File: config.mk
export PLATFORM = sky130hd
export DESIGN_NAME = buf_scan_ctrl_flat
export DESIGN_NICKNAME = d
export VERILOG_FILES = /design/src/rtl/buf_scan_if.sv /design/src/rtl/buf_scan_ctrl.sv /design/src/flat_wrapper.sv
export SDC_FILE = /design/constraint.sdc
export NUM_CORES = 1
export LEC_CHECK = 0
export CAP_MARGIN = 0
export CORE_MARGIN = 1.5
export CORE_UTILIZATION = 50
export DETAILED_ROUTE_END_ITERATION = 10
export GPL_ROUTABILITY_DRIVEN = 0
export PLACE_DENSITY = 0.95
export SETUP_SLACK_MARGIN = 0.1
export SLEW_MARGIN = 5
export SYNTH_ARGS = -nofsm -noshare
export SYNTH_HDL_FRONTEND = slang
export SYNTH_SLANG_ARGS = --single-unit
File: constraint.sdc
create_clock -name clk -period 6.1 [get_ports clk]
set_input_delay 1.22 -clock clk [delete_from_list [all_inputs] [get_ports clk]]
set_output_delay 1.22 -clock clk [all_outputs]
set_load 0.02 [all_outputs]
File: src/rtl/buf_scan_if.sv
// Frame-buffer side of the scan controller: full flags, read data,
// read enables, shared read address and buffer-empty handshake.
interface buf_scan_if;
  logic        Buffer0Full;
  logic        Buffer1Full;
  logic [7:0]  R0;
  logic [7:0]  G0;
  logic [7:0]  B0;
  logic [7:0]  R1;
  logic [7:0]  G1;
  logic [7:0]  B1;
  logic        RE0;
  logic        RE1;
  logic [19:0] Addr;
  logic        Buf0Empty;
  logic        Buf1Empty;

  // Scan controller side
  modport master (
    input  Buffer0Full, Buffer1Full, R0, G0, B0, R1, G1, B1,
    output RE0, RE1, Addr, Buf0Empty, Buf1Empty
  );

  // Frame buffer / upstream side
  modport slave (
    output Buffer0Full, Buffer1Full, R0, G0, B0, R1, G1, B1,
    input  RE0, RE1, Addr, Buf0Empty, Buf1Empty
  );
endinterface

File: src/rtl/buf_scan_ctrl.sv
// Double-buffered display scan controller. Picks a full frame buffer,
// raster-scans it with horizontal/vertical blanking, then hands the buffer
// back to upstream. Define SCAN_REPEAT_EN to re-display the current buffer
// when no other buffer is ready at frame end instead of idling.
module buf_scan_ctrl #(
  parameter int unsigned H_ACTIVE = 100,
  parameter int unsigned V_ACTIVE = 100,
  parameter int unsigned H_BLANK  = 4,
  parameter int unsigned V_BLANK  = 2
) (
  input  logic             clk,
  input  logic             reset,
  buf_scan_if.master       bus,
  output logic [7:0]       Rout,
  output logic [7:0]       Gout,
  output logic [7:0]       Bout,
  output logic             PixValid,
  output logic             HSync,
  output logic             VSync,
  output logic             FrameDone
);

  localparam int unsigned AW       = 20;
  localparam int unsigned LINE_LEN = H_ACTIVE + H_BLANK;
  localparam int unsigned VB_LEN   = V_BLANK * LINE_LEN;
  localparam int unsigned XW       = (H_ACTIVE > 1) ? $clog2(H_ACTIVE) : 1;
  localparam int unsigned YW       = (V_ACTIVE > 1) ? $clog2(V_ACTIVE) : 1;
  localparam int unsigned CNT_MAX  = (VB_LEN > H_BLANK) ? VB_LEN : H_BLANK;
  localparam int unsigned CW       = $clog2(CNT_MAX + 1);

  typedef enum logic [1:0] {IDLE, ACTIVE, HBLANK, VBLANK} state_t;

  state_t          state_q;
  logic [XW-1:0]   x_q;
  logic [YW-1:0]   y_q;
  logic [CW-1:0]   cnt_q;
  logic [AW-1:0]   addr_q;
  logic [1:0]      re_q;
  logic [1:0]      empty_q;
  logic            sel_q;
  logic            last_q;
  logic            pix_valid_q;
  logic            hsync_q;
  logic            vsync_q;
  logic            frame_done_q;
`ifdef SCAN_REPEAT_EN
  logic            released_q;
`endif

  logic            other_full_c;
  logic            start_c;
  logic            start_buf_c;

  assign other_full_c = sel_q ? bus.Buffer0Full : bus.Buffer1Full;

  // Frame-start decision: from IDLE on any full buffer, or at the end of VBLANK
  always_comb begin
    start_c     = 1'b0;
    start_buf_c = sel_q;
    case (state_q)
      IDLE: begin
        start_c = bus.Buffer0Full | bus.Buffer1Full;
        if (bus.Buffer0Full & bus.Buffer1Full) start_buf_c = ~last_q;
        else                                   start_buf_c = bus.Buffer1Full;
      end
      VBLANK: begin
        if (cnt_q == CW'(VB_LEN - 1)) begin
`ifdef SCAN_REPEAT_EN
          if (!released_q) begin
            start_c     = 1'b1;
            start_buf_c = sel_q;
          end else
`endif
          if (other_full_c) begin
            start_c     = 1'b1;
            start_buf_c = ~sel_q;
          end
        end
      end
      default: ;
    endcase
  end

  // Scan FSM, counters, buffer handshake and registered outputs
  always_ff @(posedge clk) begin
    if (!reset) begin
      state_q      <= IDLE;
      x_q          <= '0;
      y_q          <= '0;
      cnt_q        <= '0;
      addr_q       <= '0;
      re_q         <= 2'b00;
      empty_q      <= 2'b11;
      sel_q        <= 1'b0;
      last_q       <= 1'b1;
      pix_valid_q  <= 1'b0;
      hsync_q      <= 1'b0;
      vsync_q      <= 1'b0;
      frame_done_q <= 1'b0;
`ifdef SCAN_REPEAT_EN
      released_q   <= 1'b0;
`endif
    end else begin
      pix_valid_q  <= |re_q;
      frame_done_q <= 1'b0;
      case (state_q)
        ACTIVE: begin
          if (x_q != XW'(H_ACTIVE - 1)) begin
            x_q    <= x_q + XW'(1);
            addr_q <= addr_q + AW'(1);
          end else begin
            re_q    <= 2'b00;
            hsync_q <= 1'b1;
            cnt_q   <= '0;
            if (y_q != YW'(V_ACTIVE - 1)) begin
              state_q <= HBLANK;
            end else begin
              state_q <= VBLANK;
              vsync_q <= 1'b1;
            end
          end
        end
        HBLANK: begin
          if (cnt_q == CW'(H_BLANK - 1)) begin
            state_q <= ACTIVE;
            hsync_q <= 1'b0;
            x_q     <= '0;
            y_q     <= y_q + YW'(1);
            addr_q  <= addr_q + AW'(1);
            re_q    <= sel_q ? 2'b10 : 2'b01;
          end else begin
            cnt_q <= cnt_q + CW'(1);
          end
        end
        VBLANK: begin
          cnt_q <= cnt_q + CW'(1);
          if (cnt_q == '0) frame_done_q <= 1'b1;
          // Hand the buffer back during the last blanking cycle
          if (cnt_q == CW'(VB_LEN - 2)) begin
`ifdef SCAN_REPEAT_EN
            released_q <= other_full_c;
            if (other_full_c) empty_q[sel_q] <= 1'b1;
`else
            empty_q[sel_q] <= 1'b1;
`endif
          end
          if (cnt_q == CW'(VB_LEN - 1)) begin
            state_q <= IDLE;
            cnt_q   <= '0;
            hsync_q <= 1'b0;
            vsync_q <= 1'b0;
          end
        end
        default: ;
      endcase
      if (start_c) begin
        state_q              <= ACTIVE;
        sel_q                <= start_buf_c;
        last_q               <= start_buf_c;
        x_q                  <= '0;
        y_q                  <= '0;
        addr_q               <= '0;
        re_q                 <= start_buf_c ? 2'b10 : 2'b01;
        empty_q[start_buf_c] <= 1'b0;
      end
    end
  end

  assign bus.RE0       = re_q[0];
  assign bus.RE1       = re_q[1];
  assign bus.Addr      = addr_q;
  assign bus.Buf0Empty = empty_q[0];
  assign bus.Buf1Empty = empty_q[1];

  // Read data arrives one cycle after RE, so it is steered straight through
  assign Rout      = pix_valid_q ? (sel_q ? bus.R1 : bus.R0) : 8'h00;
  assign Gout      = pix_valid_q ? (sel_q ? bus.G1 : bus.G0) : 8'h00;
  assign Bout      = pix_valid_q ? (sel_q ? bus.B1 : bus.B0) : 8'h00;
  assign PixValid  = pix_valid_q;
  assign HSync     = hsync_q;
  assign VSync     = vsync_q;
  assign FrameDone = frame_done_q;

endmodule

File: src/flat_wrapper.sv
// flat-port wrapper written by rule: the top's interface ports become plain ports
module buf_scan_ctrl_flat 
#(
  parameter int unsigned H_ACTIVE = 100,
  parameter int unsigned V_ACTIVE = 100,
  parameter int unsigned H_BLANK  = 4,
  parameter int unsigned V_BLANK  = 2
)
  (clk, reset, Rout, Gout, Bout, PixValid, HSync, VSync, FrameDone, bus_Buffer0Full, bus_Buffer1Full, bus_R0, bus_G0, bus_B0, bus_R1, bus_G1, bus_B1, bus_RE0, bus_RE1, bus_Addr, bus_Buf0Empty, bus_Buf1Empty);
  buf_scan_if bus_i ();
  input  logic clk;
  input  logic reset;
  output logic [7:0] Rout;
  output logic [7:0] Gout;
  output logic [7:0] Bout;
  output logic PixValid;
  output logic HSync;
  output logic VSync;
  output logic FrameDone;
  input wire logic [$bits(bus_i.Buffer0Full)-1:0] bus_Buffer0Full;
  input wire logic [$bits(bus_i.Buffer1Full)-1:0] bus_Buffer1Full;
  input wire logic [$bits(bus_i.R0)-1:0] bus_R0;
  input wire logic [$bits(bus_i.G0)-1:0] bus_G0;
  input wire logic [$bits(bus_i.B0)-1:0] bus_B0;
  input wire logic [$bits(bus_i.R1)-1:0] bus_R1;
  input wire logic [$bits(bus_i.G1)-1:0] bus_G1;
  input wire logic [$bits(bus_i.B1)-1:0] bus_B1;
  output wire logic [$bits(bus_i.RE0)-1:0] bus_RE0;
  output wire logic [$bits(bus_i.RE1)-1:0] bus_RE1;
  output wire logic [$bits(bus_i.Addr)-1:0] bus_Addr;
  output wire logic [$bits(bus_i.Buf0Empty)-1:0] bus_Buf0Empty;
  output wire logic [$bits(bus_i.Buf1Empty)-1:0] bus_Buf1Empty;
  assign bus_i.Buffer0Full = bus_Buffer0Full;
  assign bus_i.Buffer1Full = bus_Buffer1Full;
  assign bus_i.R0 = bus_R0;
  assign bus_i.G0 = bus_G0;
  assign bus_i.B0 = bus_B0;
  assign bus_i.R1 = bus_R1;
  assign bus_i.G1 = bus_G1;
  assign bus_i.B1 = bus_B1;
  assign bus_RE0 = bus_i.RE0;
  assign bus_RE1 = bus_i.RE1;
  assign bus_Addr = bus_i.Addr;
  assign bus_Buf0Empty = bus_i.Buf0Empty;
  assign bus_Buf1Empty = bus_i.Buf1Empty;
  buf_scan_ctrl #(.H_ACTIVE(H_ACTIVE), .V_ACTIVE(V_ACTIVE), .H_BLANK(H_BLANK), .V_BLANK(V_BLANK)) u_core (.clk(clk), .reset(reset), .bus(bus_i), .Rout(Rout), .Gout(Gout), .Bout(Bout), .PixValid(PixValid), .HSync(HSync), .VSync(VSync), .FrameDone(FrameDone));
endmodule
==> results of run 1 <==
worst max-delay path by stage:
stage	start	endpoint	cells after the start
after floorplan	u_core.sel_q	Rout[2]	5
after global placement	bus_R1[1]	Rout[1]	4
after detailed placement	bus_R1[0]	Rout[0]	4
after CTS	bus_R1[0]	Rout[0]	4
after global routing	bus_G1[1]	Gout[1]	4
final	bus_R1[0]	Rout[0]	4
where the power goes:
part	leakage, nW	internal, mW	total (mW)	switching [mW]
Sequential	0.437	0.387	0.428	0.0407
Combinational	1.00	0.248	0.572	0.324
Clock	0.0579	0.121	0.239	0.118
cell usage after synthesis (2+ instances only):
cell and n:
nor2_1 40, dfxtp_1 54, and2_1 2, or3_1 9, nor3_1 6, nand2b_1 2, buf_1 4, a21bo_2 2
a311o_1 2, nor3b_1 3, nor2b_1 27, or2_2 2, o21ai_0 12, nor4b_1 3, mux2i_1 27, ha_1 11
o31ai_1 2, and4_1 3, clkbuf_1 12, buf_6 2, and3_1 6, a21oi_1 19, nand4_1 18, nand2_1 22
inv_1 14, nand4b_1 2, or4_1 2, a21o_1 3, nor4_1 9, a41oi_1 2, xor2_1 11, xnor2_1 17
nand3_1 20
per-layer routing:
layer | track usage (%) | vias up
met5 | 0 | -
met4 | 6.259 | 0
met3 | 3.877 | 17
met2 | 44.12 | 84
met1 | 29.41 | 1525
li1 | - | 1553
flip-flops by register name (all words and copies together) (netlist names):
register          count
u_core.PixValid       1
u_core.HSync          1
u_core.sel_q          1
u_core.FrameDone      1
u_core.bus.Addr      20
u_core.y_q            7
u_core.cnt_q          8
u_core.last_q         1
u_core.VSync          1
u_core.state_q        2
u_core.x_q            7
u_core.re_q           2
u_core.empty_q        2
layout make-up:
cell class	count	area, um^2
Multi-Input combinational cell	300	2014
Clock buffer	5	68.82
Sequential cell	54	1081
Clock inverter	3	40.04
Fill cell	491	1922
Inverter	14	52.55
Tap cell	77	96.34
Timing Repair Buffer	104	1039
worst max-delay path, delay by kind of cell:
kind | cells | cell delay (ps)
buffers and inverters | 2 | 1090
and+or+nand+nor | 1 | 160
muxes | 1 | 80
stage by stage:
stage,hold slack (ps),area [um^2],total power [mW]
4_1_cts,485.1,4392,1.235
3_3_place_gp,458.8,4283,0.9748
2_1_floorplan,448.6,3236,0.8065
5_1_grt,524.3,4392,1.308
3_5_place_dp,473.6,4283,0.9992
6_report,490.4,4392,1.238
logic make-up (layout without fill, tap and decap cells):
group / Yosys count / in the layout / synth area share (%)
AND/OR/NAND/NOR: 184 / 184 / 32.25
flip-flops: 54 / 54 / 33.41
AO/OA/AOI/OAI: 49 / 49 / 9.474
buffers and inverters: 33 / 126 / 4.331
XOR/XNOR: 28 / 28 / 7.579
multiplexers: 28 / 28 / 8.701
adder cells (fa/ha/maj): 11 / 11 / 4.254
==> results.toml, run 1 <==
[clock_tree]
cts_buffer_depth = 2
clk_latency_ps = 310
cts_sinks = 54
numCtsBuffers = 5
htree_num_levels = 2
cts_resized = 0
cts_setup_buffers = 0
ctsHoldBuffers = 0
cts_tree = "yes"
root_buffer = "clkbuf_8"
clk_pin_slew_ps = 90

[routing]
wl_per_cell_um = 15.42
drt-vias-per-instance = 5.707
wl_met2_um = 4577
dr_wl_met3_um = 367
wl_met1_um = 3517
drt_iter0_drc = 194
ant_nets = 0
vias = 3179
drc = 0
routed_wl_um = 8588
top_layer = "met4"
drtPass1Iterations = 6

[timing]
fin_skew_ps = 13.73
tightestPinTransition_ps = 1176
finalCritPeriodShare_pct = 61.58
fmax_mhz = 266.2
hold_viol_final = 0
fin_setup_tns_ps = 0
slew_violations = 0
period_needed_ps = 3757
setup_viol = 0
worst_slack_ps = 2343
grt_setup_unrepaired = "no"
maxSlewHeadroom_pct = 21.35

[logic_synthesis]
yosysSeqAreaShare_pct = 33.41
syn_nets = 450
synth_top_area_share_pct = 33.41
synth_ff_type = "dfxtp_1"
synthArstFlopShare_pct = 0
yosysTopAreaCell = "dfxtp_1"
ys.warnings.count = 0
synth_edf_count = 0
syn_inst = 387
synth.area.top_cells = "dfxtp_1, mux2i_1, nor2b_1"
ys_ff_latch = 54
syn_avg_cell_area_um2 = 8.361
synthDistinctLibCells = 50
netlist_area_mm2 = 0.003236

[final_layout]
final_util_pct = 69.56
drive_above_1_share_pct = 4.375
fin_cells = 557
final_common_cell = "clkdlybuf4s50_1"
layout_common_cells = "clkdlybuf4s50_1, dfxtp_1, nor2_1, mux2i_1, nor2b_1"
nets = 542
diodes = 0
area_growth_pct = 35.73

[worst_setup_path]
worst_setup_path_end_kind = "output port"
slowest_delay_ps = 630
path_class = "in2out"
rr_startpoint = "u_core.state_q[0]"
crit_required_ps = 4880
cp-start-kind = "primary input"
cp_common_cell = "clkdlybuf4s50_1"
reg2regPathDepth = 7
r2r_end = "u_core.x_q[3]"
cp_slowest_cell = "clkdlybuf4s50_1"
arrival_ps = 2540
cp_cell_sequence = "clkdlybuf4s50_1, mux2i_1, nor2b_1, clkdlybuf4s50_1"
ff2ff_setup_slack_ps = 3410
crit_fanout = 1

[grt]
overflow = 0
antenna_found_initial = 0
grt_pass1_wl_um = 14030
grt_pass1_vias = 3067
grt_max_degree = 32
grt.total_usage_pct = 24.14

[outcome]
status = "complete, no violations"

[place]
preCtsSetupSlack_ps = 2329
dpl.cell_count = 549
dp_hpwl_um = 6506
portBuffers = 103

[floorplan]
die_h_um = 83.45
num_io_pins = 104
rows = 29
dieArea_mm2 = 0.006963
die_w_um = 83.45
start_util_pct = 51.25
core_mm2 = 0.006314

[power]
power.density_mw_per_mm2 = 282.0
ir_drop_mv = 0.2529
leakagePower_nw = 1.499

[min_path]
holdPathEnd = "u_core.y_q[1]"
hold_path_depth = 2
min_from = "u_core.y_q[1]"
hold_path.class = "reg2reg"

[flow_run]
maxCapViolations = 0
(Power assumes the default switching activity.)
==> inputs of run 2 (changes only) <==
CORE_UTILIZATION = 47   (was 50)
PLACE_DENSITY = 0.91   (was 0.95)
clock period = 3.7 ns   (was 6.1 ns; I/O delays follow)
==> results.toml, run 2 (synthesized netlist as in run 1, its figures left out) <==
[floorplan]
core_mm2 = 0.006719
dieArea_mm2 = 0.007391
start_util_pct = 48.16
num_io_pins = 104
rows = 30
die_h_um = 85.97
die_w_um = 85.97

[clock_tree]
clk_pin_slew_ps = 100
htree_num_levels = 2
cts_tree = "yes"
cts_buffer_depth = 2
numCtsBuffers = 5
cts_resized = 0
clk_latency_ps = 310
cts_sinks = 54
root_buffer = "clkbuf_8"
cts_setup_buffers = 0
ctsHoldBuffers = 0

[power]
switching_share_pct = 38.65
power_frac_seq_pct = 34.4
ir_drop_mv = 0.2504
leakagePower_nw = 1.503
p_sw_mw = 0.7931
combPwrFrac_pct = 46.4
p_clk_share_pct = 19.2
p_int_mw = 1.259
power.density_mw_per_mm2 = 465.2

[worst_setup_path]
arrival_ps = 2240
crit_fanout = 24
path_class = "reg2out"
cp_slowest_cell = "clkdlybuf4s50_1"
crit_required_ps = 2960
cp_cell_sequence = "buf_4, mux2i_1, nor2b_1, clkdlybuf4s50_1"
r2r_end = "u_core.bus.Addr[17]"
rr_startpoint = "u_core.state_q[0]"
path_buf_inv = 2
ff2ff_setup_slack_ps = 1170
slowest_delay_ps = 620
reg2regPathDepth = 7
worst_setup_path_end_kind = "output port"
crit_family = "buffers and inverters"
cp-start-kind = "flip-flop"

[min_path]
hold_path.class = "reg2reg"
holdPathEnd = "u_core.last_q"
min_from = "u_core.last_q"
hold_path_depth = 2

[timing]
hold_viol_final = 0
fmax_mhz = 336.1
tightestPinTransition_ps = 662.5
setup_viol = 0
grt_setup_unrepaired = "no"
fin_skew_ps = 15.61
slew_violations = 0
period_needed_ps = 2975
maxSlewHeadroom_pct = 55.77
finalCritPeriodShare_pct = 80.42
fin_setup_tns_ps = 0

[final_layout]
layout_common_cells = "clkdlybuf4s50_1, dfxtp_1, nor2_1, mux2i_1, nor2b_1"
final_util_pct = 65.66
area_growth_pct = 36.35
register_area_mm2 = 0.001081
fin_cells = 562
drive_above_1_share_pct = 4.564
fill_cells = 544
multiInputGateArea_mm2 = 0.002014
largest_reg_flops = 20
final_common_cell = "clkdlybuf4s50_1"
nets = 544
diodes = 0

[grt]
grt_max_degree = 26
grt_pass1_vias = 3016
antenna_found_initial = 0
grt.total_usage_pct = 23.13
grt_pass1_wl_um = 14010
overflow = 0

[routing]
routed_wl_um = 8697
wl_per_cell_um = 15.48
ant_nets = 0
drtPass1Iterations = 5
drt-vias-per-instance = 5.717
vias = 3213
drc = 0
drt_iter0_drc = 248

[place]
portBuffers = 103
dp_hpwl_um = 6569
dpl.cell_count = 554

[outcome]
status = "complete, no violations"

[flow_run]
maxCapViolations = 0
==> run 2: final cells by class <==
type                       instances  area share (%)
clock inverter                     2          0.8508
inverter                          14           1.191
timing repair buffer             106           23.88
clock buffer                       6           1.645
tap                               80           2.269
sequential                        54           24.50
multi-input combinational        300           45.66
==> run 2: metal layers <==
layer | share of wire (%) | up-vias | track usage, %
li1 | - | 1554 | -
met1 | 42 | 1511 | 29.41
met2 | 50 | 118 | 38.51
met3 | 5.1 | 30 | 4.620
met4 | 2.5 | 0 | 9.091
met5 | 0 | - | 0
==> run 2: worst max-delay path by stage <==
stage / startpoint / end / slack [ps] / depth (start not counted)
final: u_core.sel_q / Bout[6] / 720 / 4
after global routing: u_core.sel_q / Bout[6] / 660 / 4
after CTS: u_core.sel_q / Bout[6] / 750 / 4
after detailed placement: bus_B1[6] / Bout[6] / 900 / 4
after global placement: bus_B0[0] / Bout[0] / 950 / 4
after floorplan: u_core.sel_q / Rout[2] / 1210 / 5
==> run 2: power by group through the flow <==
stage	registers (mW)	clock network, mW	logic (mW)
floorplan	0.722	0	0.608
global placement	0.713	0	0.906
detailed placement	0.717	0	0.938
CTS	0.704	0.400	0.946
global route	0.715	0.425	1.03
finish	0.707	0.393	0.952
==> run 2: per-stage QoR <==
step           worst slack (ps)  instance area (um^2)  total power, mW  hold WS, ps
6_report                  724.6                  4412            2.052        501.2
5_1_grt                   662.7                  4412            2.168        524.6
3_3_place_gp              946.0                  4302            1.620        462.2
2_1_floorplan              1215                  3236            1.330        448.6
3_5_place_dp              899.8                  4302            1.654        481.6
4_1_cts                   748.4                  4412            2.050        504.4
==> run 2: worst register-to-register path: stages, from the launching register on <==
cell     delay [ps]
dfxtp_1         360
inv_1           110
ha_1            440
or2_2           260
nand4_1         190
or3_4           440
or4_1           530
a21oi_1         150
==> inputs of run 3 (changes only) <==
clock period = 2.8 ns   (was 3.7 ns; I/O delays follow)
==> results.toml, run 3 (synthesized netlist as in run 1, its figures left out) <==
[floorplan]
core_mm2 = 0.006719
start_util_pct = 48.16
die_h_um = 85.97
die_w_um = 85.97
rows = 30
num_io_pins = 104
dieArea_mm2 = 0.007391

[place]
preCtsSetupSlack_ps = 384.9
portBuffers = 103
dp_hpwl_um = 6433
placed_cell_area_mm2 = 0.004322

[clock_tree]
clk_pin_slew_ps = 90
numCtsBuffers = 5
cts_resized = 0
cts_sinks = 54
ctsHoldBuffers = 0
cts_buffer_depth = 2
htree_num_levels = 2
root_buffer = "clkbuf_8"
cts_setup_buffers = 0
cts_tree = "yes"
clk_latency_ps = 310

[worst_setup_path]
crit_fanout = 24
arrival_ps = 2010
slowest_delay_ps = 630
rr_startpoint = "u_core.state_q[1]"
worstSetupStartpoint = "u_core.sel_q"
cp_slowest_cell = "clkdlybuf4s50_1"
path_class = "reg2out"
ff2ff_setup_slack_ps = 400
cp_cell_sequence = "buf_12, mux2i_1, nor2b_1, clkdlybuf4s50_1"
cp-start-kind = "flip-flop"
r2r_end = "u_core.bus.Addr[15]"
worst_setup_path_end_kind = "output port"
crit_required_ps = 2240
crit_end = "Rout[1]"
reg2regPathDepth = 7

[timing]
worst_slack_ps = 231.9
slew_violations = 0
fmax_mhz = 389.4
tightestPinTransition_ps = 664.7
whs_ps = 487.9
finalCritPeriodShare_pct = 91.72
fin_setup_tns_ps = 0
setup_viol = 0
grt_setup_unrepaired = "no"
period_needed_ps = 2568
fin_skew_ps = 13.71
maxSlewHeadroom_pct = 55.62
hold_viol_final = 0

[routing]
vias = 3205
wl_per_cell_um = 15.18
drc = 0
drtPass1Iterations = 4
routed_wl_um = 8548
drt-vias-per-instance = 5.693
drt_iter0_drc = 218
ant_nets = 0

[final_layout]
final_area_mm2 = 0.004417
nets = 545
diodes = 0
drive_above_1_share_pct = 4.969
area_growth_pct = 36.50
final_common_cell = "clkdlybuf4s50_1"
largest_reg_flops = 20
layout_common_cells = "clkdlybuf4s50_1, dfxtp_1, nor2_1, mux2i_1, nor2b_1"

[grt]
grt_pass1_wl_um = 13590
antenna_found_initial = 0
grt_max_degree = 31
overflow = 0
grt.total_usage_pct = 22.42
grt_pass1_vias = 2900

[power]
power_frac_seq_pct = 35.0
power.density_mw_per_mm2 = 603.0
leakagePower_nw = 1.507
combPwrFrac_pct = 47.9
p_int_mw = 1.609
p_sw_mw = 1.054
ir_drop_mv = 0.4421
p_clk_share_pct = 17.0
switching_share_pct = 39.58

[min_path]
hold_path.class = "reg2reg"

[outcome]
status = "complete, no violations"

[flow_run]
maxCapViolations = 0
run 3: through the flow:
step / power, mW / std cells / util [%]
after floorplan: 1.757 / 387 / -
after global placement: 2.158 / 555 / 64.32
after detailed placement: 2.206 / 555 / 64.32
after CTS: 2.659 / 563 / 65.74
after global routing: 2.831 / 563 / 65.74
final: 2.663 / 563 / 65.74
run 3: final cells by class:
type                       count  area [um^2]
timing repair buffer         107         1074
inverter                      14        52.55
multi-input combinational    300         2014
fill                         522         2302
clock inverter                 2        12.51
clock buffer                   6        82.58
sequential                    54         1081
tap                           80        100.1
run 3: layer usage:
layer  part of all wire, %  track usage, %  vias to the layer above
li1                      -               -                     1565
met2                    50           38.80                      111
met1                    43           29.04                     1515
met5                     0               0                        -
met3                   5.2           3.176                       14
met4                   1.4           6.452                        0
run 3: critical path: cells and delay by family (launching register included):
| family | cells | cell delay, ps |
|---|---|---|
| mux | 1 | 110 |
| buf+inv | 2 | 890 |
| simple gates | 1 | 150 |
| flops | 1 | 550 |
run 3: worst min-delay path by stage:
stage / start / end / slack (ps) / cells after the start
floorplan: u_core.last_q / u_core.last_q / 450 / 2
global placement: u_core.y_q[1] / u_core.y_q[1] / 460 / 2
detailed placement: u_core.last_q / u_core.last_q / 470 / 2
CTS: u_core.y_q[1] / u_core.y_q[1] / 490 / 2
global route: u_core.x_q[1] / u_core.x_q[1] / 520 / 2
finish: u_core.y_q[1] / u_core.y_q[1] / 490 / 2
run 3: power by group through the flow:
stage / Combinational (mW) / Sequential (mW) / Clock [mW]
4_1_cts: 1.27 / 0.930 / 0.460
3_3_place_gp: 1.21 / 0.944 / 0
3_5_place_dp: 1.26 / 0.948 / 0
6_report: 1.28 / 0.933 / 0.454
2_1_floorplan: 0.803 / 0.954 / 0
5_1_grt: 1.39 / 0.944 / 0.495
